<file path="src/rtl/fifo_wr_ptr_ctrl_pkg.sv">
// Shared FIFO helpers: default address width and Gray/full-compare functions
// used by the write-side pointer controller.
package fifo_pkg;

   localparam int unsigned DEFAULT_ADDR_W = 3;
   // Widest pointer the helper functions handle; callers cast down to their width.
   localparam int unsigned MAX_PTR_W      = 32;

   // Gray to binary: each binary bit is the XOR of all Gray bits at or above it.
   function automatic logic [MAX_PTR_W-1:0] gray_to_bin(input logic [MAX_PTR_W-1:0] gray);
      logic [MAX_PTR_W-1:0] bin;
      bin = '0;
      bin[MAX_PTR_W-1] = gray[MAX_PTR_W-1];
      for (int i = int'(MAX_PTR_W) - 2; i >= 0; i--) begin
         bin[i] = bin[i+1] ^ gray[i];
      end
      return bin;
   endfunction

   // Gray pattern of a pointer exactly one lap ahead: top two bits inverted.
   function automatic logic [MAX_PTR_W-1:0] full_compare(input logic [MAX_PTR_W-1:0] gray,
                                                         input int unsigned            ptr_w);
      return gray ^ (MAX_PTR_W'(3) << (ptr_w - 2));
   endfunction

endpackage

</file>
<file path="src/rtl/fifo_wr_ptr_ctrl_if.sv">
// Producer-side handshake and status bundle of the FIFO write-pointer controller.
interface fifo_wr_ptr_ctrl_if #(
   parameter int unsigned ADDR_W = 3
) ();

   logic              W_INC;
   logic [ADDR_W:0]   RD_GRAY_PTR;
   logic              W_EN;
   logic [ADDR_W-1:0] W_ADDR;
   logic [ADDR_W:0]   WR_GRAY_PTR;
   logic              W_FULL;
   logic              W_ALMOST_FULL;
   logic [ADDR_W:0]   W_LEVEL;

   modport master (
      output W_INC,
      output RD_GRAY_PTR,
      input  W_EN,
      input  W_ADDR,
      input  WR_GRAY_PTR,
      input  W_FULL,
      input  W_ALMOST_FULL,
      input  W_LEVEL
   );

   modport slave (
      input  W_INC,
      input  RD_GRAY_PTR,
      output W_EN,
      output W_ADDR,
      output WR_GRAY_PTR,
      output W_FULL,
      output W_ALMOST_FULL,
      output W_LEVEL
   );

endinterface

</file>
<file path="src/rtl/fifo_wr_ptr_ctrl_b2g.sv">
// Combinational binary-to-Gray converter for an (N+1)-bit pointer.
module bin_to_gray_converter #(
   parameter int unsigned N = 3
) (
   input  logic [N:0] bin_i,
   output logic [N:0] gray_o
);

   assign gray_o = bin_i ^ (bin_i >> 1);

endmodule

</file>
<file path="src/rtl/fifo_wr_ptr_ctrl.sv">
// Write-domain pointer controller for an async FIFO: binary/Gray write pointer,
// read-pointer synchronizer, and full / almost-full / level status.
module fifo_wr_ptr_ctrl
   import fifo_pkg::*;
#(
   parameter int unsigned ADDR_W    = DEFAULT_ADDR_W,
   parameter int unsigned AF_THRESH = 6
) (
   input  logic                CLK,
   input  logic                RST,
   fifo_wr_ptr_ctrl_if.slave   wif
);

   localparam int unsigned PTR_W = ADDR_W + 1;

   logic [PTR_W-1:0] wbin_q, wbin_d;
   logic [PTR_W-1:0] wgray_q, wgray_d;
   logic [PTR_W-1:0] rq1_gray_q;
   logic [PTR_W-1:0] rq2_gray_q;
   logic             full_q, full_d;
   logic             afull_q, afull_d;
   logic [PTR_W-1:0] level_q, level_d;
   logic [PTR_W-1:0] rbin_c;
   logic [PTR_W-1:0] full_pat_c;
   logic             w_en_c;

   assign w_en_c = wif.W_INC & ~full_q;

   bin_to_gray_converter #(
      .N (ADDR_W)
   ) u_b2g (
      .bin_i  (wbin_d),
      .gray_o (wgray_d)
   );

   // Next pointer and status, all judged against the synchronized read pointer.
   always_comb begin
      wbin_d     = wbin_q + PTR_W'(w_en_c);
      rbin_c     = PTR_W'(gray_to_bin(MAX_PTR_W'(rq2_gray_q)));
      full_pat_c = PTR_W'(full_compare(MAX_PTR_W'(rq2_gray_q), PTR_W));
      level_d    = wbin_d - rbin_c;
      full_d     = (wgray_d == full_pat_c);
      afull_d    = (level_d >= PTR_W'(AF_THRESH));
   end

   always_ff @(posedge CLK) begin
      if (!RST) begin
         wbin_q     <= '0;
         wgray_q    <= '0;
         rq1_gray_q <= '0;
         rq2_gray_q <= '0;
         full_q     <= 1'b0;
         afull_q    <= 1'b0;
         level_q    <= '0;
      end else begin
         wbin_q     <= wbin_d;
         wgray_q    <= wgray_d;
         // Two-flop synchronizer; nothing may sit between the stages.
         rq1_gray_q <= wif.RD_GRAY_PTR;
         rq2_gray_q <= rq1_gray_q;
         full_q     <= full_d;
         afull_q    <= afull_d;
         level_q    <= level_d;
      end
   end

   assign wif.W_EN          = w_en_c;
   assign wif.W_ADDR        = wbin_q[ADDR_W-1:0];
   assign wif.WR_GRAY_PTR   = wgray_q;
   assign wif.W_FULL        = full_q;
   assign wif.W_ALMOST_FULL = afull_q;
   assign wif.W_LEVEL       = level_q;

endmodule

</file>
<file path="src/flat_wrapper.sv">
// flat-port wrapper written by rule: the top's interface ports become plain ports
module fifo_wr_ptr_ctrl_flat import fifo_pkg::*;
#(
   parameter int unsigned ADDR_W    = DEFAULT_ADDR_W,
   parameter int unsigned AF_THRESH = 6
)
  (CLK, RST, wif_W_INC, wif_RD_GRAY_PTR, wif_W_EN, wif_W_ADDR, wif_WR_GRAY_PTR, wif_W_FULL, wif_W_ALMOST_FULL, wif_W_LEVEL);
  fifo_wr_ptr_ctrl_if #(.ADDR_W(ADDR_W)) wif_i ();
  input  logic CLK;
  input  logic RST;
  input wire logic [$bits(wif_i.W_INC)-1:0] wif_W_INC;
  input wire logic [$bits(wif_i.RD_GRAY_PTR)-1:0] wif_RD_GRAY_PTR;
  output wire logic [$bits(wif_i.W_EN)-1:0] wif_W_EN;
  output wire logic [$bits(wif_i.W_ADDR)-1:0] wif_W_ADDR;
  output wire logic [$bits(wif_i.WR_GRAY_PTR)-1:0] wif_WR_GRAY_PTR;
  output wire logic [$bits(wif_i.W_FULL)-1:0] wif_W_FULL;
  output wire logic [$bits(wif_i.W_ALMOST_FULL)-1:0] wif_W_ALMOST_FULL;
  output wire logic [$bits(wif_i.W_LEVEL)-1:0] wif_W_LEVEL;
  assign wif_i.W_INC = wif_W_INC;
  assign wif_i.RD_GRAY_PTR = wif_RD_GRAY_PTR;
  assign wif_W_EN = wif_i.W_EN;
  assign wif_W_ADDR = wif_i.W_ADDR;
  assign wif_WR_GRAY_PTR = wif_i.WR_GRAY_PTR;
  assign wif_W_FULL = wif_i.W_FULL;
  assign wif_W_ALMOST_FULL = wif_i.W_ALMOST_FULL;
  assign wif_W_LEVEL = wif_i.W_LEVEL;
  fifo_wr_ptr_ctrl #(.ADDR_W(ADDR_W), .AF_THRESH(AF_THRESH)) u_core (.CLK(CLK), .RST(RST), .wif(wif_i));
endmodule
</file>
<file path="config.mk">
export PLATFORM = sky130hd
export DESIGN_NAME = fifo_wr_ptr_ctrl_flat
export DESIGN_NICKNAME = d
export VERILOG_FILES = /design/src/rtl/fifo_wr_ptr_ctrl_pkg.sv /design/src/rtl/fifo_wr_ptr_ctrl_if.sv /design/src/rtl/fifo_wr_ptr_ctrl_b2g.sv /design/src/rtl/fifo_wr_ptr_ctrl.sv /design/src/flat_wrapper.sv
export SDC_FILE = /design/constraint.sdc
export NUM_CORES = 1
export LEC_CHECK = 0
export ABC_CLOCK_PERIOD_IN_PS = 3300
export CAP_MARGIN = 40
export CELL_PAD_IN_SITES_DETAIL_PLACEMENT = 0
export CELL_PAD_IN_SITES_GLOBAL_PLACEMENT = 2
export CORE_MARGIN = 2
export CORE_UTILIZATION = 29
export CTS_CLUSTER_SIZE = 30
export DETAILED_ROUTE_END_ITERATION = 8
export GPL_ROUTABILITY_DRIVEN = 0
export HOLD_SLACK_MARGIN = 0.02
export PLACE_DENSITY_LB_ADDON = 0.1
export SYNTH_ARGS = -nofsm -noshare
export SYNTH_HDL_FRONTEND = slang
export SYNTH_SLANG_ARGS = --single-unit
export TNS_END_PERCENT = 100
</file>
<file path="constraint.sdc">
create_clock -name CLK -period 3.3 [get_ports CLK]
set_input_delay 0.495 -clock CLK [delete_from_list [all_inputs] [get_ports CLK]]
set_output_delay 0.495 -clock CLK [all_outputs]
set_load 0.01 [all_outputs]
</file>
==> out/results.txt <==
Outcome: finished clean
Commonest non-fill, non-tap cells in the layout: sky130_fd_sc_hd__dfxtp_1, sky130_fd_sc_hd__clkdlybuf4s50_1, sky130_fd_sc_hd__and2_1
Class of the tightest hold or removal check: reg2reg
Syn-to-layout area delta: 31.3%
Number of pins with negative max-slew slack in the final report: 0
Slew of the pin with the lowest slew margin: 0.340 ns
Congestion Overflow GR: 0
Total routing usage reported by global routing: 10.4%
Number of sinks driven by the clock tree: 21
Length of the first detailed-routing pass in iterations: 2
Endpoint of the worst hold-timing path: u_core.rq2_gray_q[3]$_SDFF_PN0_
Largest buffer count on any clock path: 2
Warnings, synthesis: 0
Post-synthesis average cell area: 11.1 um^2
Worst reg2reg startpoint: u_core.wif.W_FULL$_SDFF_PN0_
HPWL Detailed: 1.07 mm
Crit Reg-Reg Endpoint: u_core.wif.W_ALMOST_FULL$_SDFF_PN0_
Number of failing hold endpoints at the final stage: 0
Total length of routed wires: 1.39 mm
Largest net degree at the start of global routing: 14
Highest clock frequency the design can meet: 0.366 GHz
Via count of the first global-routing pass: 542
Largest fanout on the critical path: 6
PD cells: 507 mW/mm^2
Number of cell rows: 19
Kind of start point of the critical path: input pin
Fin crit period: 2.73 ns
Setup violation total in the final timing report: 0
Main synth FF type: sky130_fd_sc_hd__dfxtp_1
Met2 wire length: 645 um
Detailed-route vias per instance: 4.26
Register cell area after layout: 420 um^2
Maximum vdd ir drop: 0.246 mV
DIE AREA: 0.00333 mm^2
Count of input and output buffers: 20
Post-route DRC: 0
Logic depth of the worst register-to-register path: 9
Worst-case hold slack: 0.444 ns
Height of the die: 57.7 um
Antenna fix cells: 0
Final setup TNS: 0 ns
Sequential area share after synthesis: 50.3%
Count of boundary I/O pins: 21
Period utilisation layout: 82.7%
Routed wire length per instance: 10.8 um
Netlist cell types: 22
Top Layer Used: met4
Synthesized instance count: 75
Synthesized flop and latch total: 21
CP Class: in2reg
Met3 wire length: 51 um
Fill cells: 295
Area of the multi-input gates: 393 um^2
Ratio of cells with drive above 1 in the final layout: 9.18%
Initial antenna violation count: 0
Number of nets in the layout: 112
Summed instance area of the synthesized netlist: 836 um^2
Root Driver: sky130_fd_sc_hd__clkbuf_4
DR iter-0 viols: 7
Place WS: 0.238 ns
Global-route wire length before repair: 2.45 mm
Insertion delay of the later-clocked pin in the worst-skew pair: 0.30 ns
Sort of element at the end of the critical path: register
Total power after layout: 0.556 mW
Clock input transition at the sequential cells of the worst setup and hold paths: 0.11 ns
DRT antenna net count: 0
Die W: 57.7 um
Post-synthesis async set-or-reset flop share: 0%
Data required time of the worst path: 3.53 ns
Most common cell after layout, fill and taps aside: sky130_fd_sc_hd__dfxtp_1
P_leak: 0.466 nW
H-tree level count: 1
CTS tree: done
Std-Cell Core Area: 0.00276 mm^2
Crit path arrival time: 2.96 ns
Post-cts gate resize count: 0
Number of hold buffers added after cts: 0
Rel. slew slack: 77.3%
Number of buffers created by CTS: 3
Mapped Nets: 88
Hold_sp: u_core.rq1_gray_q[3]$_SDFF_PN0_
Setup slack after layout: 0.570 ns
Starting density of the core: 30.3%
Via count: 550
Number of flops mapped to enable cells by yosys: 0
Final Skew: 0.00278 ns
Hold Path Cell Cnt: 1
Total of max-cap violations: 0
M1 WL: 643 um
Post-CTS setup buffer count: 0
Setup repair after global routing missed its margin: false
Minimum setup slack among reg-to-reg paths: 0.89 ns
## Yosys cell counts (2+ instances only)
master	number	share of area [%]
sky130_fd_sc_hd__ha_1	5	7.5
sky130_fd_sc_hd__xor2_2	2	3.9
sky130_fd_sc_hd__a21oi_1	2	1.2
sky130_fd_sc_hd__nor2_1	6	2.7
sky130_fd_sc_hd__xor2_1	5	5.2
sky130_fd_sc_hd__inv_1	4	1.8
sky130_fd_sc_hd__xnor2_1	4	4.2
sky130_fd_sc_hd__and2_1	11	8.2
sky130_fd_sc_hd__nand2_1	3	1.3
sky130_fd_sc_hd__dfxtp_1	21	50
## sequential cells by signal (all words and copies together) (netlist names)
| signal | flops |
|---|---|
| u_core.rq2_gray_q | 4 |
| u_core.rq1_gray_q | 4 |
| u_core.wbin_q | 3 |
| u_core.wif.WR_GRAY_PTR | 4 |
| u_core.wif.W_ALMOST_FULL | 1 |
| u_core.wif.W_LEVEL | 4 |
| u_core.wif.W_FULL | 1 |
## cell families (layout without fill, tap and decap cells)
group                    after synthesis  in the layout  synth area share [%]
buffers and inverters                  6             29                  2.69
adder cells (fa/ha/maj)                6              6                  9.88
AND/OR/NAND/NOR                       25             25                  16.3
XOR/XNOR                              12             12                  16.5
AO/OA/AOI/OAI                          5              5                  4.34
flip-flops                            21             21                  50.3
## final cells by class
cell class	instances	area share [%]
repair buffers	20	18.2
multi-input cells	48	35.8
clock buffers	4	2.39
flip-flops and latches	21	38.3
well taps	31	3.53
inverters	5	1.71
## stage by stage
step,util (%),area (um^2),cells
3_3_place_gp,38.8,1070,125
6_report,39.8,1100,129
2_1_floorplan,-,836,75
4_1_cts,39.8,1100,129
3_5_place_dp,38.8,1070,125
5_1_grt,39.8,1100,129
## worst max path at each step
stage                     startpoint                                  end  slack (ns)  cells past startpoint
final                      wif_W_INC  u_core.wif.W_ALMOST_FULL$_SDFF_PN0_        0.57                     10
after global routing       wif_W_INC  u_core.wif.W_ALMOST_FULL$_SDFF_PN0_        0.44                     10
after CTS                  wif_W_INC  u_core.wif.W_ALMOST_FULL$_SDFF_PN0_        0.57                     10
after detailed placement   wif_W_INC  u_core.wif.W_ALMOST_FULL$_SDFF_PN0_        0.24                     10
after global placement     wif_W_INC  u_core.wif.W_ALMOST_FULL$_SDFF_PN0_        0.30                     10
after floorplan            wif_W_INC  u_core.wif.W_ALMOST_FULL$_SDFF_PN0_        0.74                      9
## power by group
part | switching (mW) | total (mW) | internal [mW] | leakage [nW]
combinational | 0.0631 | 0.147 | 0.0840 | 0.278
sequential | 0.00851 | 0.287 | 0.278 | 0.173
clock | 0.0755 | 0.123 | 0.0472 | 0.0150
total | 0.147 | 0.556 | 0.409 | 0.466
## worst max-delay path: stages
cell,delay (ns)
sky130_fd_sc_hd__clkdlybuf4s50_1,0.44
sky130_fd_sc_hd__nor2b_1,0.17
sky130_fd_sc_hd__ha_1,0.21
sky130_fd_sc_hd__ha_1,0.20
sky130_fd_sc_hd__xor2_2,0.29
sky130_fd_sc_hd__ha_1,0.33
sky130_fd_sc_hd__a21oi_1,0.13
sky130_fd_sc_hd__o21ai_0,0.12
sky130_fd_sc_hd__xnor3_4,0.45
sky130_fd_sc_hd__o22ai_1,0.13
## metal layers
metal,up-vias,global-route usage [%]
li1,280,-
met1,252,14.1
met2,13,14.4
met3,5,2.01
met4,0,7.97
met5,-,0
Note: power is estimated with default switching activity, not from simulation.
